`config.mk`:
```
export PLATFORM = sky130hd
export DESIGN_NAME = mdu_sequencer_flat
export DESIGN_NICKNAME = d
export VERILOG_FILES = /design/src/rtl/mdu_if.sv /design/src/rtl/mdu_sequencer.sv /design/src/flat_wrapper.sv
export SDC_FILE = /design/constraint.sdc
export NUM_CORES = 2
export LEC_CHECK = 0
export CORE_ASPECT_RATIO = 1.5
export CORE_MARGIN = 2
export CORE_UTILIZATION = 45
export DETAILED_ROUTE_END_ITERATION = 6
export PLACE_DENSITY = 0.74
export SYNTH_ARGS = -nofsm -noshare
export SYNTH_HDL_FRONTEND = slang
export SYNTH_SLANG_ARGS = --single-unit
```
`constraint.sdc`:
```
create_clock -name clk -period 11.3 [get_ports clk]
set_clock_uncertainty 0.2 [all_clocks]
set_input_delay 1.695 -clock clk [delete_from_list [all_inputs] [get_ports clk]]
set_output_delay 1.695 -clock clk [all_outputs]
set_load 0.01 [all_outputs]
```
`src/rtl/mdu_if.sv`:
```
// Core-side handshake between the LEGv8 core and the multiply/divide sequencer.
// The core drives the request and flush; the sequencer returns status and result.
interface mdu_if #(
  parameter int XLEN = 64
);
  logic            start;
  logic [4:0]      op;
  logic [XLEN-1:0] a;
  logic [XLEN-1:0] b;
  logic            flush;
  logic            busy;
  logic            done;
  logic [XLEN-1:0] result;
  logic            div_zero;

  modport master (
    output start, op, a, b, flush,
    input  busy, done, result, div_zero
  );

  modport slave (
    input  start, op, a, b, flush,
    output busy, done, result, div_zero
  );
endinterface

```
`src/rtl/mdu_sequencer.sv`:
```
// Iterative radix-2 multiply/divide sequencer sharing one shift-add/shift-subtract datapath.
// Define MDU_FAST_MUL_EN to route multiplies through a single-cycle combinational multiplier.
module mdu_sequencer #(
  parameter int XLEN = 64,
  parameter int CNTW = 7
) (
  input  logic clk,
  input  logic rst,
  mdu_if.slave bus
);

  // Op codes mirror ALU_CONTROL in the core's parameter file.
  localparam logic [4:0] OPMUL    = 5'd10;
  localparam logic [4:0] OPMULH   = 5'd11;
  localparam logic [4:0] OPMULHU  = 5'd12;
  localparam logic [4:0] OPMULHSU = 5'd13;
  localparam logic [4:0] OPDIV    = 5'd14;
  localparam logic [4:0] OPDIVU   = 5'd15;
  localparam logic [4:0] OPREM    = 5'd16;
  localparam logic [4:0] OPREMU   = 5'd17;

  typedef enum logic [2:0] {S_IDLE, S_PREP, S_RUN, S_FIX, S_DONE} state_t;

  state_t            state, next_state;
  logic [CNTW-1:0]   count;
  logic [4:0]        op_q;
  logic [XLEN-1:0]   a_q, b_q;
  logic [XLEN-1:0]   opnd;
  logic [2*XLEN-1:0] acc;
  logic              neg_q, neg_r;
  logic [XLEN-1:0]   result_q;
  logic              div_zero_q;

  function automatic logic valid_op(input logic [4:0] code);
    return code inside {OPMUL, OPMULH, OPMULHU, OPMULHSU, OPDIV, OPDIVU, OPREM, OPREMU};
  endfunction

  logic is_mul, signed_a, signed_b, sel_hi, sel_rem, div_by_zero, sign_a, sign_b;
  logic [XLEN-1:0] mag_a, mag_b;

  assign is_mul      = op_q inside {OPMUL, OPMULH, OPMULHU, OPMULHSU};
  assign signed_a    = op_q inside {OPMULH, OPMULHSU, OPDIV, OPREM};
  assign signed_b    = op_q inside {OPMULH, OPDIV, OPREM};
  assign sel_hi      = op_q inside {OPMULH, OPMULHU, OPMULHSU};
  assign sel_rem     = op_q inside {OPREM, OPREMU};
  assign div_by_zero = !is_mul && (b_q == '0);
  assign sign_a      = signed_a && a_q[XLEN-1];
  assign sign_b      = signed_b && b_q[XLEN-1];
  assign mag_a       = sign_a ? -a_q : a_q;
  assign mag_b       = sign_b ? -b_q : b_q;

`ifdef MDU_FAST_MUL_EN
  logic [2*XLEN-1:0] fast_prod;
  assign fast_prod = {{XLEN{1'b0}}, mag_a} * {{XLEN{1'b0}}, mag_b};
`endif

  // NOTE: state registers use non-blocking assignments so every flop samples pre-edge values.
  always_ff @(posedge clk) begin
    if (rst) state <= S_IDLE;
    else     state <= next_state;
  end

  // NOTE: next_state gets a default before the case so no path leaves it unassigned (no latch).
  always_comb begin
    next_state = state;
    unique case (state)
      S_IDLE: if (bus.start && valid_op(bus.op)) next_state = S_PREP;
      S_PREP: begin
        if (div_by_zero) next_state = S_DONE;
`ifdef MDU_FAST_MUL_EN
        else if (is_mul) next_state = S_FIX;
`endif
        else next_state = S_RUN;
      end
      S_RUN:  if (count == CNTW'(1)) next_state = S_FIX;
      S_FIX:  next_state = S_DONE;
      S_DONE: next_state = S_IDLE;
      default: next_state = S_IDLE;
    endcase
    // Flush aborts from any state and also drops a same-cycle request in IDLE.
    if (bus.flush) next_state = S_IDLE;
  end

  // One iteration of each algorithm; acc holds {upper, lower} halves.
  logic [XLEN:0]     mul_sum, trial_rem, diff;
  logic [2*XLEN-1:0] mul_step, div_step;

  always_comb begin
    mul_sum   = {1'b0, acc[2*XLEN-1:XLEN]} + (acc[0] ? {1'b0, opnd} : '0);
    mul_step  = {mul_sum, acc[XLEN-1:1]};
    trial_rem = {acc[2*XLEN-1:XLEN], acc[XLEN-1]};
    diff      = trial_rem - {1'b0, opnd};
    if (!diff[XLEN]) div_step = {diff[XLEN-1:0], acc[XLEN-2:0], 1'b1};
    else             div_step = {trial_rem[XLEN-1:0], acc[XLEN-2:0], 1'b0};
  end

  logic [2*XLEN-1:0] prod_fix;
  logic [XLEN-1:0]   quo_fix, rem_fix, fix_result;

  always_comb begin
    prod_fix = neg_q ? -acc : acc;
    quo_fix  = neg_q ? -acc[XLEN-1:0] : acc[XLEN-1:0];
    rem_fix  = neg_r ? -acc[2*XLEN-1:XLEN] : acc[2*XLEN-1:XLEN];
    if (is_mul)       fix_result = sel_hi ? prod_fix[2*XLEN-1:XLEN] : prod_fix[XLEN-1:0];
    else if (sel_rem) fix_result = rem_fix;
    else              fix_result = quo_fix;
  end

  // NOTE: datapath registers carry no reset; they are always loaded before the FSM consumes them.
  always_ff @(posedge clk) begin
    unique case (state)
      S_IDLE: begin
        op_q <= bus.op;
        a_q  <= bus.a;
        b_q  <= bus.b;
      end
      S_PREP: begin
        neg_q <= sign_a ^ sign_b;
        neg_r <= sign_a;
        if (is_mul) begin
          opnd <= mag_a;
`ifdef MDU_FAST_MUL_EN
          acc  <= fast_prod;
`else
          acc  <= {{XLEN{1'b0}}, mag_b};
`endif
        end else begin
          opnd <= mag_b;
          acc  <= {{XLEN{1'b0}}, mag_a};
        end
      end
      S_RUN:   acc <= is_mul ? mul_step : div_step;
      default: ;
    endcase
  end

  always_ff @(posedge clk) begin
    if (rst) begin
      count      <= '0;
      result_q   <= '0;
      div_zero_q <= 1'b0;
    end else begin
      div_zero_q <= 1'b0;
      if (state == S_PREP)     count <= CNTW'(XLEN);
      else if (state == S_RUN) count <= count - CNTW'(1);
      if (!bus.flush) begin
        if (state == S_FIX) begin
          result_q <= fix_result;
        end else if (state == S_PREP && div_by_zero) begin
          result_q   <= sel_rem ? a_q : '0;
          div_zero_q <= 1'b1;
        end
      end
    end
  end

  assign bus.busy     = state inside {S_PREP, S_RUN, S_FIX};
  assign bus.done     = (state == S_DONE);
  assign bus.result   = result_q;
  assign bus.div_zero = div_zero_q;

endmodule
```
`src/flat_wrapper.sv`:
```
// flat-port wrapper written by rule: the top's interface ports become plain ports
module mdu_sequencer_flat 
#(
  parameter int XLEN = 64,
  parameter int CNTW = 7
)
  (clk, rst, bus_start, bus_op, bus_a, bus_b, bus_flush, bus_busy, bus_done, bus_result, bus_div_zero);
  mdu_if #(.XLEN(XLEN)) bus_i ();
  input  logic clk;
  input  logic rst;
  input wire logic [$bits(bus_i.start)-1:0] bus_start;
  input wire logic [$bits(bus_i.op)-1:0] bus_op;
  input wire logic [$bits(bus_i.a)-1:0] bus_a;
  input wire logic [$bits(bus_i.b)-1:0] bus_b;
  input wire logic [$bits(bus_i.flush)-1:0] bus_flush;
  output wire logic [$bits(bus_i.busy)-1:0] bus_busy;
  output wire logic [$bits(bus_i.done)-1:0] bus_done;
  output wire logic [$bits(bus_i.result)-1:0] bus_result;
  output wire logic [$bits(bus_i.div_zero)-1:0] bus_div_zero;
  assign bus_i.start = bus_start;
  assign bus_i.op = bus_op;
  assign bus_i.a = bus_a;
  assign bus_i.b = bus_b;
  assign bus_i.flush = bus_flush;
  assign bus_busy = bus_i.busy;
  assign bus_done = bus_i.done;
  assign bus_result = bus_i.result;
  assign bus_div_zero = bus_i.div_zero;
  mdu_sequencer #(.XLEN(XLEN), .CNTW(CNTW)) u_core (.clk(clk), .rst(rst), .bus(bus_i));
endmodule
```
After elaboration in Yosys (flattened, before gate mapping)
Index checks and enable logic that the tools add are counted.
- add/subtract/negate cells: 8
- $mul: 0
- div/mod/pow operators: 0
- $lt $le $gt $ge: 0
- equality and inequality tests: 22
- shift operators: 0
- mux-type cells: 24
- bitwise logic cells: 2
- reductions and logical operators: 22
- operators by type and width (kind ; count):
    $mux 64 ; 13
    $mux 128 ; 3
    $neg 64->64 ; 4
    $pmux 128 s2 ; 1
    $neg 128->128 ; 1
    $add 64x65->65 ; 1
    $sub 65x64->65 ; 1
    $logic_not 64->1 ; 1
    $eq 5x4->1 const B ; 11
    $eq 5x5->1 const B ; 4
    $mux 7 ; 2
    $pmux 3 s4 ; 1
    $mux 3 ; 3
    $reduce_bool 3->1 ; 3
    $reduce_bool 4->1 ; 2
    $reduce_bool 8->1 ; 1
    $eq 7x1->1 const B ; 1
    $sub 7x1->7 const B ; 1
    $eq 3x2->1 const B ; 2
    $reduce_bool 2->1 ; 3
    $logic_and 1x1->1 ; 5
    $ne 2x1->1 const B ; 2
    $reduce_and 2->1 ; 2
    $reduce_or 2->1 ; 2
    8 further kinds ; 8
- register bits after elaboration: 402
- bits in latches: 0
- bits in writable memories: 0
- memory bits (read-only): 0
- output and inout port bits: 67
- word-level logic and storage cells: 90
- memories: 0

Depth between registers and ports, before layout
- depth in word-level cells: 7
- depth in mapped cells: 17

Worst setup path before layout
No wires, ideal clock.
- path type: register to register
- start: register u_core.state[1]
- end: register u_core.a_q[0] (enable)
- library setup time: 789 ps
- data arrival time: 9382 ps
- required time: 10311 ps
- setup slack: 929 ps
- stages on the path, launching flop included: 2
- buffers on the path: 0
- period minus slack after synthesis: 10371 ps
- cells stage by stage: dfxtp_1 -> nor3_1
- cells in the longest elaborated chain, start to end: 1
- ends and longest elaborated chain (what ; line ; source):
    start: declaration ; mdu_sequencer.sv:24 ; state_t state, next_state;
    start signal: assignment ; mdu_sequencer.sv:60 ; else state <= next_state;
    $logic_not 3->1 ; mdu_sequencer.sv:111 ; unique case (state)
    end signal: assignment ; mdu_sequencer.sv:114 ; a_q <= bus.a;
    end: declaration ; mdu_sequencer.sv:27 ; logic [XLEN-1:0] a_q, b_q;
No other way between the ends.
A chain may end at the register's enable or synchronous reset.

Final worst setup path
- start: register u_core.acc[63]
- end: register u_core.acc[65], data pin
- cells in the longest elaborated chain, start to end: 4
- ends and longest elaborated chain (what ; line ; source):
    start: declaration ; mdu_sequencer.sv:29 ; logic [2*XLEN-1:0] acc;
    start signal: assignment ; mdu_sequencer.sv:125 ; acc <= {{XLEN{1'b0}}, mag_b};
    start signal: assignment ; mdu_sequencer.sv:129 ; acc <= {{XLEN{1'b0}}, mag_a};
    start signal: assignment ; mdu_sequencer.sv:132 ; S_RUN: acc <= is_mul ? mul_step : div_step;
    $sub 65x64->65 ; mdu_sequencer.sv:92 ; diff = trial_rem - {1'b0, opnd};
    $mux 128 ; mdu_sequencer.sv:93 ; if (!diff[XLEN]) div_step = {diff[XLEN-1:0], acc[XLEN-2:0], 1'b1};
    $mux 128 ; mdu_sequencer.sv:132 ;
    $pmux 128 s2 ; mdu_sequencer.sv:111 ;
No other way between the ends.

==> impl_metrics.csv <==
group,metric,value,unit
global_routing,grt_overflow,0,
route,via_per_inst,6.35,
sta,final-hold-violation-count,0,
yosys,yosys-top-cells-count,"nand2_1, nor2_1, a21oi_1",
route,wl,124000,um
setup_path,crit_type,"flop to flop",
setup_path,path_max_fanout,78,
route,wl_per_cell,24.4,um
place,place.port_buffers,203,
route,postRouteAntennaNets,0,
job,cap_violations,0,
hold_path,worstHoldPathCells,2,
floorplanning,rows,122,
finish,drive_gt1_share,4.64,%
sta,layout_setup_ws,5.49,ns
global_routing,grtUsageTotal,31.8,%
setup_path,crit_arrival,5.89,ns
global_routing,antenna_found_initial,4,
clocking,cts-resized-gates,0,
yosys,synth_top_area_share,29.5,%
power_and_ir_drop,power_density,96.0,nW/um^2
clocking,cts_buffers,39,
clocking,cts_root_buf,"clkbuf_16",
clocking,clock-sinks,402,
power_and_ir_drop,p_leak,13.6,nW
clocking,cts_setup_buffers,0,
floorplanning,dieArea,76300,sq um
clocking,htree_levels,2,
global_routing,grt_pass1_vias,30267,
setup_path,crit_family,"compound AO/OA/AOI/OAI gates",
setup_path,r2r_end,"u_core.acc[65]",
hold_path,hold_path_class,"flop to flop",
floorplanning,die_y,337,um
clocking,postCtsHoldBufs,0,
setup_path,crit_path_top_delay_cell,"buf_4",
sta,rsz0062_at_grt,"false",
sta,period_minus_slack,5.81,ns
yosys,synthesis.area,33300,sq um
setup_path,cp_cell_sequence,"buf_4 -> inv_1 -> ha_1 -> fa_1 -> nand2b_1 -> a21oi_1 -> o21bai_1 -> a211oi_1 -> o21bai_1 -> o211a_1 -> a311oi_1 -> o21ai_0 -> xor2_4 -> buf_4 -> nor2_1 -> a211oi_1 -> a211oi_1",
floorplanning,initial_utilization,45.3,%
place,place_ws,5.79,ns
yosys,synthesis.instances,4037,
route,dr_wl_met2,56700,um
setup_path,r2r_start,"u_core.acc[63]",
hold_path,holdPathEnd,"u_core.bus.result[50]",
sta,slew_headroom,2.82,%
power_and_ir_drop,ir_drop,0.131,mV
place,gp_congestion,1.07,
sta,slew_violations,0,
hold_path,holdCritStartpoint,"u_core.bus.result[50]",
yosys,yosysTopAreaCell,"edfxtp_1",
sta,max_freq,0.172,GHz
route,wl_met1,46600,um
route,drtPass1Iterations,7,
yosys,ys_types,88,
yosys,netlist_top_cells_area,"edfxtp_1, xnor2_1, a21oi_1, o21ai_0, xor2_1",
setup_path,reg2reg_depth,17,
setup_path,crit_path_end_kind,"flop",
clocking,insertion_delay,0.57,ns
route,met3WireLength,10800,um
route,drt_iter0_drc,3821,
yosys,syn_avg_cell_area,8.26,sq um
sta,finalCritPeriodShare,51.4,%
yosys,seq_area_frac_synth,34.0,%
clocking,cts_max_path_buffers,3,
route,vias,32322,
setup_path,crit_path_frequent_cell,"a211oi_1",
yosys,async_reset_ff_share,0,%
setup_path,cp-start-kind,"flop",
clocking,cts.reportedPaths.clkPinSlew,0.07,ns
yosys,synth.most_common_cell,"nand2_1",
route,drc,0,
floorplanning,die_w,226,um
floorplanning,core_area,73600,sq um
global_routing,grt_pass1_wl,184000,um
global_routing,grt_max_degree,118,
sta,tightest_slew,1.44,ns
setup_path,crit_required,11.38,ns
finish,fin_nets,4336,
yosys,yosys_warnings,0,
yosys,synth-edff-count,327,
sta,fin_tns_setup,0,ns
clocking,cts_tree,"done",
route,top_layer,"met4",
setup_path,crit_buf_inv,3,
sta,setup_viol,0,
setup_path,cp_slowest_stage_delay,0.65,ns
yosys,ys_ff_latch,402,
setup_path,r2r_setup_slack,5.49,ns
place,hpwl,94800,um
yosys,ys.flop_type,"edfxtp_1",
yosys,syn_nets,4310,
floorplanning,io_pins,204,
finish,synthToLayoutAreaGrowth,12.2,%
run_status,outcome,"finished, final reports clean",
finish,fill_cells,7101,
-- kinds of logic (layout without fill, tap and decap cells) --
| family | count (synthesis) | after routing | share of synthesized area [%] |
|---|---|---|---|
| simple gates | 1321 | 1321 | 18.9 |
| compound gates | 1266 | 1266 | 23.5 |
| xor+xnor | 423 | 423 | 11.1 |
| flops | 402 | 402 | 34.0 |
| buf+inv | 392 | 449 | 4.47 |
| fa+ha+maj | 136 | 136 | 5.15 |
| mux | 97 | 97 | 2.92 |
| other cells | 0 | 2 | 0 |
-- power by group --
group,internal [W],switching [W]
registers,0.00166,0.0000637
clock network,0.000752,0.000604
logic,0.000204,0.000309
-- registers in the layout (all words and copies together), names as in the netlist --
| register | count |
|---|---|
| u_core.bus.div_zero | 1 |
| u_core.bus.result | 64 |
| u_core.opnd | 64 |
| u_core.neg_q | 1 |
| u_core.a_q | 64 |
| u_core.b_q | 64 |
| u_core.neg_r | 1 |
| u_core.count | 7 |
| u_core.op_q | 5 |
| u_core.state | 3 |
| u_core.acc | 128 |
-- worst max path at each step --
stage / endpoint / slack [ns] / depth (start not counted) / start
4_1_cts: u_core.acc[77] / 5.76 / 17 / u_core.acc[63]
6_report: u_core.acc[65] / 5.49 / 17 / u_core.acc[63]
3_3_place_gp: u_core.acc[77] / 5.84 / 17 / u_core.acc[63]
5_1_grt: u_core.acc[0] / 5.28 / 17 / u_core.acc[63]
3_5_place_dp: u_core.acc[77] / 5.79 / 17 / u_core.acc[63]
2_1_floorplan: u_core.a_q[0] / 0.93 / 1 / u_core.state[1]
-- cells in the final DEF, fill, tap and decap left out, types with 20 or more instances in the layout --
cell type        Yosys  routed
or3_1               53      53
mux2i_1             94      94
dfxtp_1             75      75
nand4_1             45      45
nand2_1            405     404
nand3_1             92      92
nor3_1              89      88
o21ai_0            354     353
a21o_1              69      69
or4_1               37      37
clkdlybuf4s50_1      0     202
inv_1              120     119
clkbuf_16            0      40
o31ai_1             56      56
o21a_1              22      21
or2_2               21      20
ha_1               134     134
and3_1              23      23
edfxtp_1           327     327
o211ai_1            63      63
a21oi_1            374     374
nor2b_1             21      21
nor4_1              36      36
o21bai_1            22      21
o22ai_1             26      26
nor2_1             392     389
a31oi_1             38      38
xor2_1             192     191
o41ai_1             25      23
a211oi_1            74      73
nand2b_1            30      30
buf_4                0      52
xnor2_1            231     230
a221oi_1            27      27
-- final cells by class --
class	count	area, sq um	area share, %
inverters	121	454	1.21
well taps	992	1240	3.32
multi-input cells	3243	20600	55.2
repair buffers	256	2440	6.52
clock inverters	22	243	0.649
diodes	2	5.00	0.0134
flip-flops and latches	402	11300	30.3
clock buffers	50	1040	2.78
-- routing by layer --
layer  GRT usage [%]  vias to the layer above
li1                -                    14900
met1            39.3                    15080
met2            51.9                     1873
met3            3.97                      469
met4            21.6                        0
met5               0                        -
-- worst reg2reg max path, delay by kind of cell (launching register included) --
family,cells,cell delay [ns]
AOI/OAI and AO/OA,9,2.58
buffers and inverters,3,1.14
adders and majority gates,2,0.71
and+or+nand+nor,2,0.37
DFF,1,0.32
xor gates and xnor gates,1,0.20
-- per-stage QoR --
stage | power [W] | instance area [sq um] | utilization, % | hold WS [ns] | cells
after CTS | 0.00358 | 37400 | 50.8 | 0.290 | 5086
after global routing | 0.00370 | 37400 | 50.8 | 0.304 | 5087
after floorplan | 0.00206 | 33300 | - | 0.279 | 4037
after detailed placement | 0.00225 | 36100 | 49.1 | 0.254 | 5014
after global placement | 0.00224 | 36100 | 49.1 | 0.245 | 5014
final | 0.00359 | 37400 | 50.8 | 0.290 | 5088
(Power assumes the default switching activity.)
